[src/rtl/fe_conc_pkg.sv]
// Shared types and field geometry for the FE hit concentrator.
// Word layout: {type[1:0], payload}; payload = {fe, slot, hit} for hits.
package fe_conc_pkg;

  localparam logic [1:0] TYP_HDR = 2'b01;
  localparam logic [1:0] TYP_HIT = 2'b10;
  localparam logic [1:0] TYP_TRL = 2'b11;

  typedef enum logic [1:0] {
    S_IDLE    = 2'd0,
    S_HEADER  = 2'd1,
    S_DRAIN   = 2'd2,
    S_TRAILER = 2'd3
  } state_t;

  function automatic int fe_w(input int n_fe);
    return (n_fe < 2) ? 1 : $clog2(n_fe);
  endfunction

  function automatic int pay_w(input int n_fe, input int hit_w);
    return fe_w(n_fe) + 2 + hit_w;
  endfunction

  function automatic int out_w(input int n_fe, input int hit_w);
    return 2 + pay_w(n_fe, hit_w);
  endfunction

  function automatic int slot_lsb(input int hit_w);
    return hit_w;
  endfunction

  function automatic int fe_lsb(input int hit_w);
    return hit_w + 2;
  endfunction

endpackage

[src/rtl/hit_prio_enc.sv]
// Fixed-priority encoder: lowest set request wins.
// Returns onehot grant, binary index and an any-request flag.
module hit_prio_enc #(
  parameter int N  = 12,
  parameter int IW = (N < 2) ? 1 : $clog2(N)
) (
  input  logic [N-1:0]  req,
  output logic [N-1:0]  grant,
  output logic [IW-1:0] idx,
  output logic          any
);

  // scan high to low so the lowest set bit is the last to overwrite
  always_comb begin
    grant = '0;
    idx   = '0;
    any   = |req;
    for (int i = N - 1; i >= 0; i--) begin
      if (req[i]) begin
        grant    = '0;
        grant[i] = 1'b1;
        idx      = IW'(i);
      end
    end
  end

endmodule

[src/rtl/fe_hit_concentrator.sv]
// Snapshots FE hit slots on each bunch crossing and drains them
// as a framed event (header, hits, trailer) onto one stream.
module fe_hit_concentrator
  import fe_conc_pkg::*;
#(
  parameter int N_FE       = 4,
  parameter int HIT_W      = 13,
  parameter int TS_W       = 8,
  parameter bit EMIT_EMPTY = 1'b1
) (
  input  logic                          clk,
  input  logic                          rst,
  input  logic                          en,
  input  logic                          bx_strobe,
  input  logic [3*N_FE-1:0]             hit_dv,
  input  logic [3*N_FE*HIT_W-1:0]       hit_data,
  output logic                          out_valid,
  input  logic                          out_ready,
  output logic [out_w(N_FE,HIT_W)-1:0]  out_data,
  output logic                          busy,
  output logic [15:0]                   drop_cnt
);

  localparam int NSRC  = 3 * N_FE;
  localparam int FE_W  = fe_w(N_FE);
  localparam int PAY_W = pay_w(N_FE, HIT_W);
  localparam int OUT_W = out_w(N_FE, HIT_W);
  localparam int SRC_W = $clog2(NSRC);
  localparam int CNT_W = $clog2(NSRC + 1);

  state_t              state, state_nxt;
  logic [NSRC-1:0]     pending, pend_nxt;
  logic [NSRC-1:0]     sel_grant;
  logic [HIT_W-1:0]    bank [NSRC];
  logic [TS_W-1:0]     ts_cnt, ev_ts, ev_ts_nxt;
  logic                ovf, ovf_nxt;
  logic [CNT_W-1:0]    hit_count, cnt_nxt;
  logic [OUT_W-1:0]    word_nxt;
  logic [NSRC-1:0]     grant;
  logic [SRC_W-1:0]    idx;
  logic                any;
  logic [FE_W-1:0]     fe_sel;
  logic [1:0]          slot_sel;
  logic                strobe, accept, capture, drop, load;

  assign strobe  = bx_strobe & en;
  assign accept  = out_valid & out_ready;
  assign capture = strobe &
                   ((state == S_IDLE) ||
                    ((state == S_TRAILER) && accept));
  assign drop    = strobe & ~capture;
  assign load    = ~out_valid | out_ready;
  assign busy    = (state != S_IDLE);

  // next snapshot bookkeeping: pending bits, count, overflow, timestamp
  always_comb begin
    pend_nxt  = pending;
    cnt_nxt   = hit_count;
    ovf_nxt   = ovf;
    ev_ts_nxt = ev_ts;
    if ((state == S_DRAIN) && accept) begin
      pend_nxt = pending & ~sel_grant;
      cnt_nxt  = hit_count + 1'b1;
    end
    if (capture) begin
      pend_nxt  = hit_dv;
      cnt_nxt   = '0;
      ovf_nxt   = 1'b0;
      ev_ts_nxt = ts_cnt;
    end
    if (drop) begin
      ovf_nxt = 1'b1;
    end
  end

  // lowest pending source for the word to present next
  hit_prio_enc #(
    .N  (NSRC),
    .IW (SRC_W)
  ) u_enc (
    .req   (pend_nxt),
    .grant (grant),
    .idx   (idx),
    .any   (any)
  );

  // framing state transitions
  always_comb begin
    state_nxt = state;
    unique case (state)
      S_IDLE:    state_nxt = S_IDLE;
      S_HEADER:  if (accept) state_nxt = any ? S_DRAIN : S_TRAILER;
      S_DRAIN:   if (accept && !any) state_nxt = S_TRAILER;
      S_TRAILER: if (accept) state_nxt = S_IDLE;
      default:   state_nxt = S_IDLE;
    endcase
    if (capture) begin
      if (!EMIT_EMPTY && (hit_dv == '0)) state_nxt = S_IDLE;
      else state_nxt = S_HEADER;
    end
  end

  // build the word that the next state will present
  always_comb begin
    word_nxt = '0;
    fe_sel   = FE_W'(idx / SRC_W'(3));
    slot_sel = 2'(idx % SRC_W'(3)) + 2'd1;
    unique case (state_nxt)
      S_HEADER:  word_nxt = {TYP_HDR, PAY_W'(ev_ts_nxt)};
      S_DRAIN:   word_nxt = {TYP_HIT, fe_sel, slot_sel, bank[idx]};
      S_TRAILER: word_nxt = {TYP_TRL, ovf_nxt, (PAY_W-1)'(cnt_nxt)};
      default:   word_nxt = '0;
    endcase
  end

  // control state, counters and the registered output word
  always_ff @(posedge clk or posedge rst) begin
    if (rst) begin
      state     <= S_IDLE;
      pending   <= '0;
      sel_grant <= '0;
      ts_cnt    <= '0;
      ev_ts     <= '0;
      ovf       <= 1'b0;
      hit_count <= '0;
      drop_cnt  <= '0;
      out_valid <= 1'b0;
      out_data  <= '0;
    end else begin
      state     <= state_nxt;
      pending   <= pend_nxt;
      ev_ts     <= ev_ts_nxt;
      ovf       <= ovf_nxt;
      hit_count <= cnt_nxt;
      out_valid <= (state_nxt != S_IDLE);
      if (strobe) ts_cnt <= ts_cnt + 1'b1;
      if (drop && (drop_cnt != 16'hFFFF)) drop_cnt <= drop_cnt + 1'b1;
      if (load) begin
        out_data  <= word_nxt;
        sel_grant <= grant;
      end
    end
  end

  // payload snapshot; contents only matter where pending is set
  always_ff @(posedge clk) begin
    if (capture) begin
      for (int i = 0; i < NSRC; i++) begin
        bank[i] <= hit_data[i*HIT_W +: HIT_W];
      end
    end
  end

endmodule

[config.mk]
export PLATFORM = sky130hd
export DESIGN_NAME = fe_hit_concentrator
export DESIGN_NICKNAME = d
export VERILOG_FILES = /design/src/rtl/fe_conc_pkg.sv /design/src/rtl/hit_prio_enc.sv /design/src/rtl/fe_hit_concentrator.sv
export SDC_FILE = /design/constraint.sdc
export NUM_CORES = 1
export LEC_CHECK = 0
export CELL_PAD_IN_SITES_DETAIL_PLACEMENT = 0
export CELL_PAD_IN_SITES_GLOBAL_PLACEMENT = 1
export CORE_MARGIN = 2
export CORE_UTILIZATION = 35
export DETAILED_ROUTE_END_ITERATION = 10
export PLACE_DENSITY = 0.69
export SLEW_MARGIN = 5
export SYNTH_ARGS = -nofsm -noshare
export SYNTH_HDL_FRONTEND = slang
export SYNTH_SLANG_ARGS = --single-unit
[constraint.sdc]
create_clock -name clk -period 9.4 [get_ports clk]
set_clock_uncertainty 0.1 [all_clocks]
set_input_delay 2.82 -clock clk [delete_from_list [all_inputs] [get_ports clk]]
set_output_delay 2.82 -clock clk [all_outputs]
set_load 0.01 [all_outputs]
[Word-level counts from Yosys, hierarchy flattened]
Memories as Yosys holds them, arrays and structs flattened.
Index checks and enable logic that the tools add are counted.
Widths: inputs -> output; s select.
Storage, ports and cells
  bits in registers: 83
  bits in writable memories: 156
  bits of input ports: 173
  output and inout bits: 37
  logic and storage cells: 83
  memories kept: 1
Operators by class
  add/sub/neg operators: 4
  div/mod/pow operators: 2
  eq/ne operators: 7
  mux-type cells: 40
  bitwise operators: 9
  reductions and logical operators: 10
Memory list
  bank: depth 12, width 13, read ports 1, clocked after Yosys merged registers in 0, write ports 12, RTL line fe_hit_concentrator.sv:34  | logic [HIT_W-1:0] bank [NSRC];
Operator list (count)
  $mux 12: 14
  $pmux 19 s3: 1
  $mux 4: 14
  $add 16x1->16 const B: 1
  $ne 16x16->1 const B: 1
  $and 12x12->12: 1
  $not 12->12: 1
  $reduce_or 12->1: 1
  $add 8x1->8 const B: 1
  $eq 2x2->1 const B: 4
  $mux 2: 4
  $mux 8: 1
  $pmux 2 s4: 1
  $mux 1: 5
  $add 4x1->4 const B: 1
  $and 1x1->1: 4
  $div 4x2->4 const B: 1
  $eq 2x1->1 const B: 2
  $logic_and 1x1->1: 4
  $mod 4x2->4 const B: 1
  $reduce_bool 2->1: 2
  $add 2x1->2 const B: 1
  $logic_not 2->1: 1
  $not 1->1: 2
  3 further kinds: 3

[Logic depth before layout (Yosys ltp)]
Gate-level depths: netlist of run 1.
  word-level depth: 20
  mapped depth: 21
  mapped depth without buffers: 17

[Hierarchy]
A second synthesis of run 1 with hierarchy kept.
Second synthesis, totals
  cells, all modules: 707
  area, all modules: 10199.8 µm²
Modules (own cells, without submodules)
  fe_hit_concentrator: times used 1, cells each 672, area each 9968.3 µm²
  hit_prio_enc: times used 1, cells each 35, area each 231.5 µm²

[Least setup slack after synthesis of run 1]
Ideal clock, no wire load.
  kind: input to register
  start: in out_ready
  end: reg sel_grant[10]
  setup time: 0.133 ns
  data arrival time: 9.286 ns
  required time: 9.167 ns
  slack: -0.119 ns
  stages: 10
  path buffers: 4
  cell sequence: and4_1 > buf_2 > o21ai_4 > inv_4 > buf_6 > clkbuf_1 > clkbuf_1 > o21ai_0 > nand4_1 > o21ai_0
Between the ends
  word-level cells in the longest chain between the ends: 16
Ends and longest elaborated chain
  start: declaration: RTL line fe_hit_concentrator.sv:18  | input logic out_ready,
  $and 1x1->1: RTL line fe_hit_concentrator.sv:47  | assign accept = out_valid & out_ready;
  $logic_and 1x1->1: RTL line fe_hit_concentrator.sv:50  | ((state == S_TRAILER) && accept));
  $logic_or 1x1->1: RTL line fe_hit_concentrator.sv:49  | ((state == S_IDLE) ||
  $and 1x1->1: RTL line fe_hit_concentrator.sv:48  | assign capture = strobe &
  net capture: RTL line fe_hit_concentrator.sv:44  | logic strobe, accept, capture, drop, load;
  $mux 12: RTL line fe_hit_concentrator.sv:65  | if (capture) begin
  net pend_nxt[10]: RTL line fe_hit_concentrator.sv:32  | logic [NSRC-1:0] pending, pend_nxt;
  $mux 12 (11 in a row): RTL line hit_prio_enc.sv:19  | if (req[i]) begin
  end signal: assignment: RTL line fe_hit_concentrator.sv:140  | sel_grant <= grant;
  end: declaration: RTL line fe_hit_concentrator.sv:33  | logic [NSRC-1:0] sel_grant;
The timed path passes the listed nets, and every way through them passes these cells.
A chain may end at the register's enable or synchronous reset.

[Worst setup path after layout of run 1]
  start: in out_ready
  end: reg out_data[13]
Between the ends
  word-level cells in the longest chain between the ends: 20
Ends and longest elaborated chain
  $and 1x1->1: RTL line fe_hit_concentrator.sv:47
  $logic_and 1x1->1: RTL line fe_hit_concentrator.sv:50
  $logic_or 1x1->1: RTL line fe_hit_concentrator.sv:49
  $and 1x1->1: RTL line fe_hit_concentrator.sv:48
  $mux 12: RTL line fe_hit_concentrator.sv:65
  $mux 4 (12 in a row): RTL line hit_prio_enc.sv:19
  $mod 4x2->4: RTL line fe_hit_concentrator.sv:107  | slot_sel = 2'(idx % SRC_W'(3)) + 2'd1;
  $add 2x1->2: RTL line fe_hit_concentrator.sv:107
  $pmux 19 s3: RTL line fe_hit_concentrator.sv:108  | unique case (state_nxt)
  end signal: assignment: RTL line fe_hit_concentrator.sv:139  | out_data <= word_nxt;
  end: declaration: RTL line fe_hit_concentrator.sv:19  | output logic [out_w(N_FE,HIT_W)-1:0] out_data,
Parallel ways exist; a longest one is shown, timed or not.

==> impl_results.md, run 1 <==
- Outcome: completed
- Die boundary height: approximately 180 um
- Quantity of hold-fixing buffers added after cts: 0
- Kind of cell adding the most delay to the critical path: compound AO/OA/AOI/OAI gates
- Leading cell type in the layout, fill and taps excluded: sky130_fd_sc_hd__clkdlybuf4s50_1
- Root Buffer: sky130_fd_sc_hd__clkbuf_16
- Worst Tran Pin Value: 0.923 ns
- Clock Path Buffers: 3
- Pwr dens: slightly above 300 mW/mm^2
- Remaining global-route overflow: 0
- Effective utilization at floorplan: 35.4%
- Top Ports: 210
- PnR Total Power: between 4 and 5 mW
- Number of violations reported at the end of detailed-routing iteration 0: 556
- Leakage component of the power: 5.21 nW
- Die outline area: 0.0312 mm^2
- Count of yosys warnings during synthesis: 0
- Critical path class: in2reg
- Number of flops mapped to enable cells by yosys: between 150 and 200
- Number of cells upsized or downsized after cts: 0
- Most frequent cells in the layout: sky130_fd_sc_hd__clkdlybuf4s50_1 (209), sky130_fd_sc_hd__edfxtp_1 (156), sky130_fd_sc_hd__nand2_1 (110)
- Req. time, crit path: 9.70 ns
- Combined area of all synthesized cells: 0.0104 mm^2
- Max frequency: between 100 and 150 MHz
- Layout cells sized above 1: 7.26%
- Remaining design rule violation count: 0
- DP Wirelength: 19.2 mm
- Flop and latch count out of synthesis: 239
- Worst-case headroom to the max-slew limit: between 30% and 40%
- Max Slew Vio Count: 0
- Finished Cell Area: ~0.014 mm^2
- Area added between synthesis and finish: 31.8%
- Critical Path Start Type: input port
- CTS buffer count: 27
- Remaining number of nets flagged by the antenna check after routing: 0
- Drt wl/cell: 19.2 um
- Number of I/O port buffers: roughly 210
- Final net count: 1,192
- Initial antenna violation count: 3
- Clock Latency Late Sink: 0.53 ns
- Post-detailed-placement cell area: 0.0129 mm^2
- Number of buffers inserted to repair setup after CTS: 0
- Post-Syn Nets: 994
- Filler cells: 2,697
- Core region area: around 0.029 mm^2
- Unrepaired setup endpoints after global routing: false
- Largest net degree at the start of global routing: 74
- Unique cell type count in the Yosys netlist: 66
- Async set-reset flop share out of synthesis: 34.7%
- Post-synthesis cell count: 815
- Via density: 5.10
- Drt first pass iters: 7
- Via count of the first global-routing pass: around 7,300
- Wire length of the first global-routing pass: 41.7 mm
- Final setup violation count: 0
- DRT Wirelength: 27.4 mm
- Number of clock sinks: approximately 240
- Tmin final: 7.88 ns
- Largest fanout on the critical path: 57
- Worst path max stage delay: 0.72 ns
- Sequential element share of the synthesized area: 64.8%
- Avg Cell Area, Syn: 12.8 um^2
- # H-tree levels: 1
- All-layer global routing usage: ~17%
- Crit path max-delay cell type: sky130_fd_sc_hd__or3_1
- Final clock period utilization by the worst path: 83.8%
- TritonCTS clock tree: done
- Hold violation count in the final report: 0
- Number of core rows: between 60 and 70
- Arrival @ worst endpoint: between 8 and 9 ns
- Buffer and inverter count on the worst path: 3
- Cell-by-cell trace of the critical path: clkdlybuf4s50_1 -> and4_1 -> o21ai_4 -> inv_6 -> o31ai_2 -> nand2_1 -> or3_1 -> o31ai_2 -> xor2_1 -> ha_1 -> inv_1 -> a31oi_1 -> o41ai_4 -> xnor2_1 -> a22o_1
- Vias: between 7,000 and 8,000
- Top_reg_cell synth: sky130_fd_sc_hd__edfxtp_1
- Kind of end point of the critical path: flip-flop
- Max rail drop VDD: 179 uV
- Post-route setup TNS: 0 ns
- Worst Hold Class: reg2reg
- Clock-pin slew on the worst setup and hold paths: 0.06 ns
- Cell mode on critical path: sky130_fd_sc_hd__o31ai_2
- Post-route core utilization: 46.7%
- # Max-Cap Violations: 0
- Weighted congestion reported at the end of routability-driven placement: 0.817
- Die W: 177 um
[state kept, by name (all words and copies together), names as in the netlist, 4 cells and up]
signal,cells
drop_cnt,16
pending,12
sel_grant,12
hit_count,4
ts_cnt,8
bank,156
out_data,19
ev_ts,8
[routing by layer]
| layer | up-vias | share of wire [%] | global-route usage [%] |
|---|---|---|---|
| met3 | 36 | 7.0 | 3.95 |
| met1 | 3523 | 43 | 23.5 |
| met2 | 205 | 48 | 28.6 |
| met5 | - | 0.040 | 0 |
| met4 | 2 | 1.8 | 4.27 |
| li1 | 3506 | - | - |
[synth_stat cells, types with 13 or more instances]
cell,number,share of area [%]
sky130_fd_sc_hd__xnor2_1,21,1.8
sky130_fd_sc_hd__inv_1,18,0.65
sky130_fd_sc_hd__dfrtp_1,83,20
sky130_fd_sc_hd__nor2_1,25,0.90
sky130_fd_sc_hd__a21boi_0,13,0.94
sky130_fd_sc_hd__nand4_1,13,0.78
sky130_fd_sc_hd__o21ai_0,16,0.77
sky130_fd_sc_hd__and3_1,62,3.7
sky130_fd_sc_hd__nand3_1,17,0.82
sky130_fd_sc_hd__nand2_1,110,4.0
sky130_fd_sc_hd__a211oi_1,55,4.0
sky130_fd_sc_hd__clkbuf_1,27,0.97
sky130_fd_sc_hd__edfxtp_1,156,45
sky130_fd_sc_hd__o211ai_1,15,1.1
sky130_fd_sc_hd__mux2i_1,15,1.4
[power by group]
group          switching [mW]  leakage [nW]  internal, mW  total, mW
clock                   0.404         0.429         0.631       1.04
combinational            1.08          2.28         0.683       1.76
sequential              0.100          2.50          1.34       1.44
total                    1.58          5.21          2.65       4.24
[worst min-delay path: cells and delay by family, from the launching register on]
kind             cells  cell delay, ns
DFF                  1            0.32
and+or+nand+nor      2            0.12
[worst paths after layout]
| kind | startpoint | to | slack [ns] | cells past startpoint |
|---|---|---|---|---|
| setup / recovery | out_ready | out_data[13]$_DFFE_PP0P_ | 1.52 | 15 |
| hold / removal | ev_ts[4]$_DFF_PP0_ | ev_ts[4]$_DFF_PP0_ | 0.37 | 2 |
| setup reg to reg | state[1]$_DFF_PP0_ | out_data[13]$_DFFE_PP0P_ | 3.85 | 14 |
| hold reg to reg | ev_ts[4]$_DFF_PP0_ | ev_ts[4]$_DFF_PP0_ | 0.37 | 2 |
| max in group asynchronous | rst | out_data[5]$_DFFE_PP0P_ | 5.52 | 3 |
| min in group asynchronous | rst | out_data[10]$_DFFE_PP0P_ | 2.56 | 2 |
[kinds of logic (layout without fill, tap and decap cells)]
kind of cell               after synthesis  in the layout  share of synthesized area, %
and+or+nand+nor                        276            276                          13.5
DFF                                    239            239                          64.8
AOI/OAI and AO/OA                      176            176                          13.6
buffers and inverters                   68            286                          2.89
xor gates and xnor gates                28             28                          2.35
muxes                                   22             22                          2.19
adders and majority gates                6              6                         0.719
other                                    0              2                             0
[per-stage QoR]
step                      instances  hold WS [ns]  worst slack (ns)
after floorplan                 815         0.337              2.57
after global placement         1374         0.355              1.18
after detailed placement       1374         0.359              1.08
after CTS                      1423         0.373              1.57
after global routing           1423         0.391              1.12
final                          1425         0.370              1.52
[layout make-up]
class	count	area (um^2)	area share [%]
Clock buffer	37	743	5.40
Clock inverter	12	133	0.964
Antenna cell	2	5.00	0.0364
Sequential cell	239	6760	49.2
Timing Repair Buffer	218	2160	15.7
Tap cell	390	488	3.55
Inverter	19	77.6	0.564
Multi-Input combinational cell	508	3390	24.6
No activity file was read; power rests on OpenSTA's default activity.
==> run 2, diff against run 1 <==
==> constraint.sdc (replaced) <==
create_clock -name clk -period 7.6 [get_ports clk]
set_clock_uncertainty 0.1 [all_clocks]
set_input_delay 2.28 -clock clk [delete_from_list [all_inputs] [get_ports clk]]
set_output_delay 2.28 -clock clk [all_outputs]
set_load 0.01 [all_outputs]
==> impl_results.md, run 2 (synthesis results as in run 1) <==
- Number of violations reported at the end of detailed-routing iteration 0: around 560
- Switching share of power: 37.8%
- Launching instance or port of the critical path: out_ready
- Worst setup timing slack at the placement stage: between 0.7 and 0.8 ns
- Final Worst Setup Slack: around 1.2 ns
- Drt first pass iters: 5
- Effective utilization at floorplan: about 35%
- Core region area: 0.0295 mm^2
- Endpoint of the worst-slack reg-to-reg timing path: out_data[13]$_DFFE_PP0P_
- Cell-internal power: between 3 and 4 mW
- CP Capture Point: out_data[13]$_DFFE_PP0P_
- Remaining number of nets flagged by the antenna check after routing: 0
- Post-route setup TNS: 0 ns
- Drt wl/cell: ~20 um
- Clock-pin slew on the worst setup and hold paths: 0.06 ns
- Top Ports: 210
- Unrepaired setup endpoints after global routing: false
- Tmin final: 6.38 ns
- Leading cell type in the layout, fill and taps excluded: sky130_fd_sc_hd__clkdlybuf4s50_1
- Area added between synthesis and finish: 32.7%
- Outcome: completed
- Via density: roughly 5.1
- # Max-Cap Violations: 0
- FF+latch area: ~0.0068 mm^2
- Met1 GRT Util: between 20% and 30%
- Pwr dens: 383 mW/mm^2
- TritonCTS clock tree: done
- R2R depth: 15
- Filler cells: 2,710
- Max Slew Vio Count: 0
- Max rail drop VDD: 219 uV
- Layout cells sized above 1: 8.34%
- Quantity of hold-fixing buffers added after cts: 0
- Die W: 177 um
- Hold violation count in the final report: 0
- All-layer global routing usage: 17.9%
- DRT Wirelength: between 20 and 30 mm
- Clock Path Buffers: 3
- Leakage component of the power: 5.26 nW
- Part of the total power dissipated in the clock network: ~24%
- Number of I/O port buffers: 209
- Die boundary height: 177 um
- Vias: 7,314
- Final clock period utilization by the worst path: 83.9%
- Sw Pwr: 2.00 mW
- Final net count: 1,200
- Max frequency: between 150 and 200 MHz
- Critical Path Start Type: input port
- Via count of the first global-routing pass: 7,390
- Number of flip-flops in the largest register: 156
- Number of buffers inserted to repair setup after CTS: 0
- Arrival @ worst endpoint: 6.69 ns
- Critical path class: in2reg
- # H-tree levels: 1
- Met2 layer usage reported by global route: between 20 and 30%
- Wire length of the first global-routing pass: ~43 mm
- Largest net degree at the start of global routing: 86
- Worst Tran Pin Value: 1.06 ns
- R2r setup slk: slightly below 3 ns
- Kind of end point of the critical path: flip-flop
- Crit Reg-Reg Startpoint: state[1]$_DFF_PP0_
- Number of cells upsized or downsized after cts: 0
- Worst-case headroom to the max-slew limit: roughly 29%
- Remaining global-route overflow: 0
- Initial antenna violation count: 4
- Clock Latency Late Sink: 0.53 ns
- Number of clock sinks: between 200 and 250
- Post-detailed-placement cell area: 0.0130 mm^2
- Share of total power in combinational logic: between 40 and 50%
- M3 GR Usage: under 10%
- Registers with the highest flip-flop counts: bank (156), out_data (19), drop_cnt (16)
- Largest fanout on the critical path: 12
- Root Buffer: sky130_fd_sc_hd__clkbuf_16
- Hold WS: 0.372 ns
- Weighted congestion reported at the end of routability-driven placement: 0.842
- Final setup violation count: 0
- Most frequent cells in the layout: sky130_fd_sc_hd__clkdlybuf4s50_1 (209), sky130_fd_sc_hd__edfxtp_1 (156), sky130_fd_sc_hd__nand2_1 (110)
- CTS buffer count: 28
- PnR Total Power: 5.30 mW
- Top reg by flops: bank
- Number of core rows: 63
- Sequential share of power: 33.6%
- DP Wirelength: 19.5 mm
- Worst Hold Class: reg2reg
- Die outline area: 0.0312 mm^2
- Finished Cell Area: about 0.014 mm^2
- Multi-input gate area in the final layout: 0.00339 mm^2
- Remaining design rule violation count: 0
- Req. time, crit path: 7.92 ns
- Most used routing layer in global routing: met2
[run 2: worst min path at each step]
stage / startpoint / endpoint / depth (start not counted)
after global placement: ev_ts[4]$_DFF_PP0_ / ev_ts[4]$_DFF_PP0_ / 2
after detailed placement: ev_ts[3]$_DFF_PP0_ / ev_ts[3]$_DFF_PP0_ / 2
after global routing: ev_ts[7]$_DFF_PP0_ / ev_ts[7]$_DFF_PP0_ / 2
final: ev_ts[1]$_DFF_PP0_ / ev_ts[1]$_DFF_PP0_ / 2
after floorplan: ev_ts[1]$_DFF_PP0_ / ev_ts[1]$_DFF_PP0_ / 2
after CTS: ev_ts[3]$_DFF_PP0_ / ev_ts[3]$_DFF_PP0_ / 2
[run 2: metrics by stage]
stage	utilization, %	cells
2_1_floorplan	-	815
3_3_place_gp	43.9	1381
3_5_place_dp	43.9	1381
4_1_cts	46.9	1433
5_1_grt	47.0	1434
6_report	47.0	1435
[run 2: layer usage]
layer | vias up | wire length (um)
met5 | - | 26
met4 | 4 | 804
met3 | 52 | 1760
met2 | 215 | 13400
met1 | 3536 | 12000
li1 | 3507 | -
[run 2: critical path: stages]
cell                              delay [ns]
sky130_fd_sc_hd__clkdlybuf4s50_1        0.64
sky130_fd_sc_hd__and4b_1                0.54
sky130_fd_sc_hd__a21boi_0               0.29
sky130_fd_sc_hd__o31ai_2                0.50
sky130_fd_sc_hd__nand4_1                0.22
sky130_fd_sc_hd__a21oi_1                0.26
sky130_fd_sc_hd__inv_1                  0.12
sky130_fd_sc_hd__ha_1                   0.27
sky130_fd_sc_hd__o31ai_2                0.10
sky130_fd_sc_hd__xor2_1                 0.27
sky130_fd_sc_hd__ha_1                   0.28
sky130_fd_sc_hd__inv_1                  0.08
sky130_fd_sc_hd__a31oi_1                0.29
sky130_fd_sc_hd__o41ai_4                0.17
sky130_fd_sc_hd__xnor2_1                0.15
sky130_fd_sc_hd__a22o_1                 0.21
[run 2: final cells by class]
class,count,share of cell area [%]
antenna,2,0.0362
clock buffer,41,5.95
clock inverter,11,0.470
inverter,19,0.560
multi-input combinational,508,24.5
sequential,239,48.8
tap,390,3.52
timing repair buffer,225,16.2
[run 2: power by group through the flow]
stage	clock network, mW	logic (mW)	registers [mW]
2_1_floorplan	0	1.48	1.79
3_3_place_gp	0	2.25	1.81
3_5_place_dp	0	2.27	1.81
4_1_cts	1.31	2.28	1.78
5_1_grt	1.37	2.45	1.81
6_report	1.28	2.24	1.78
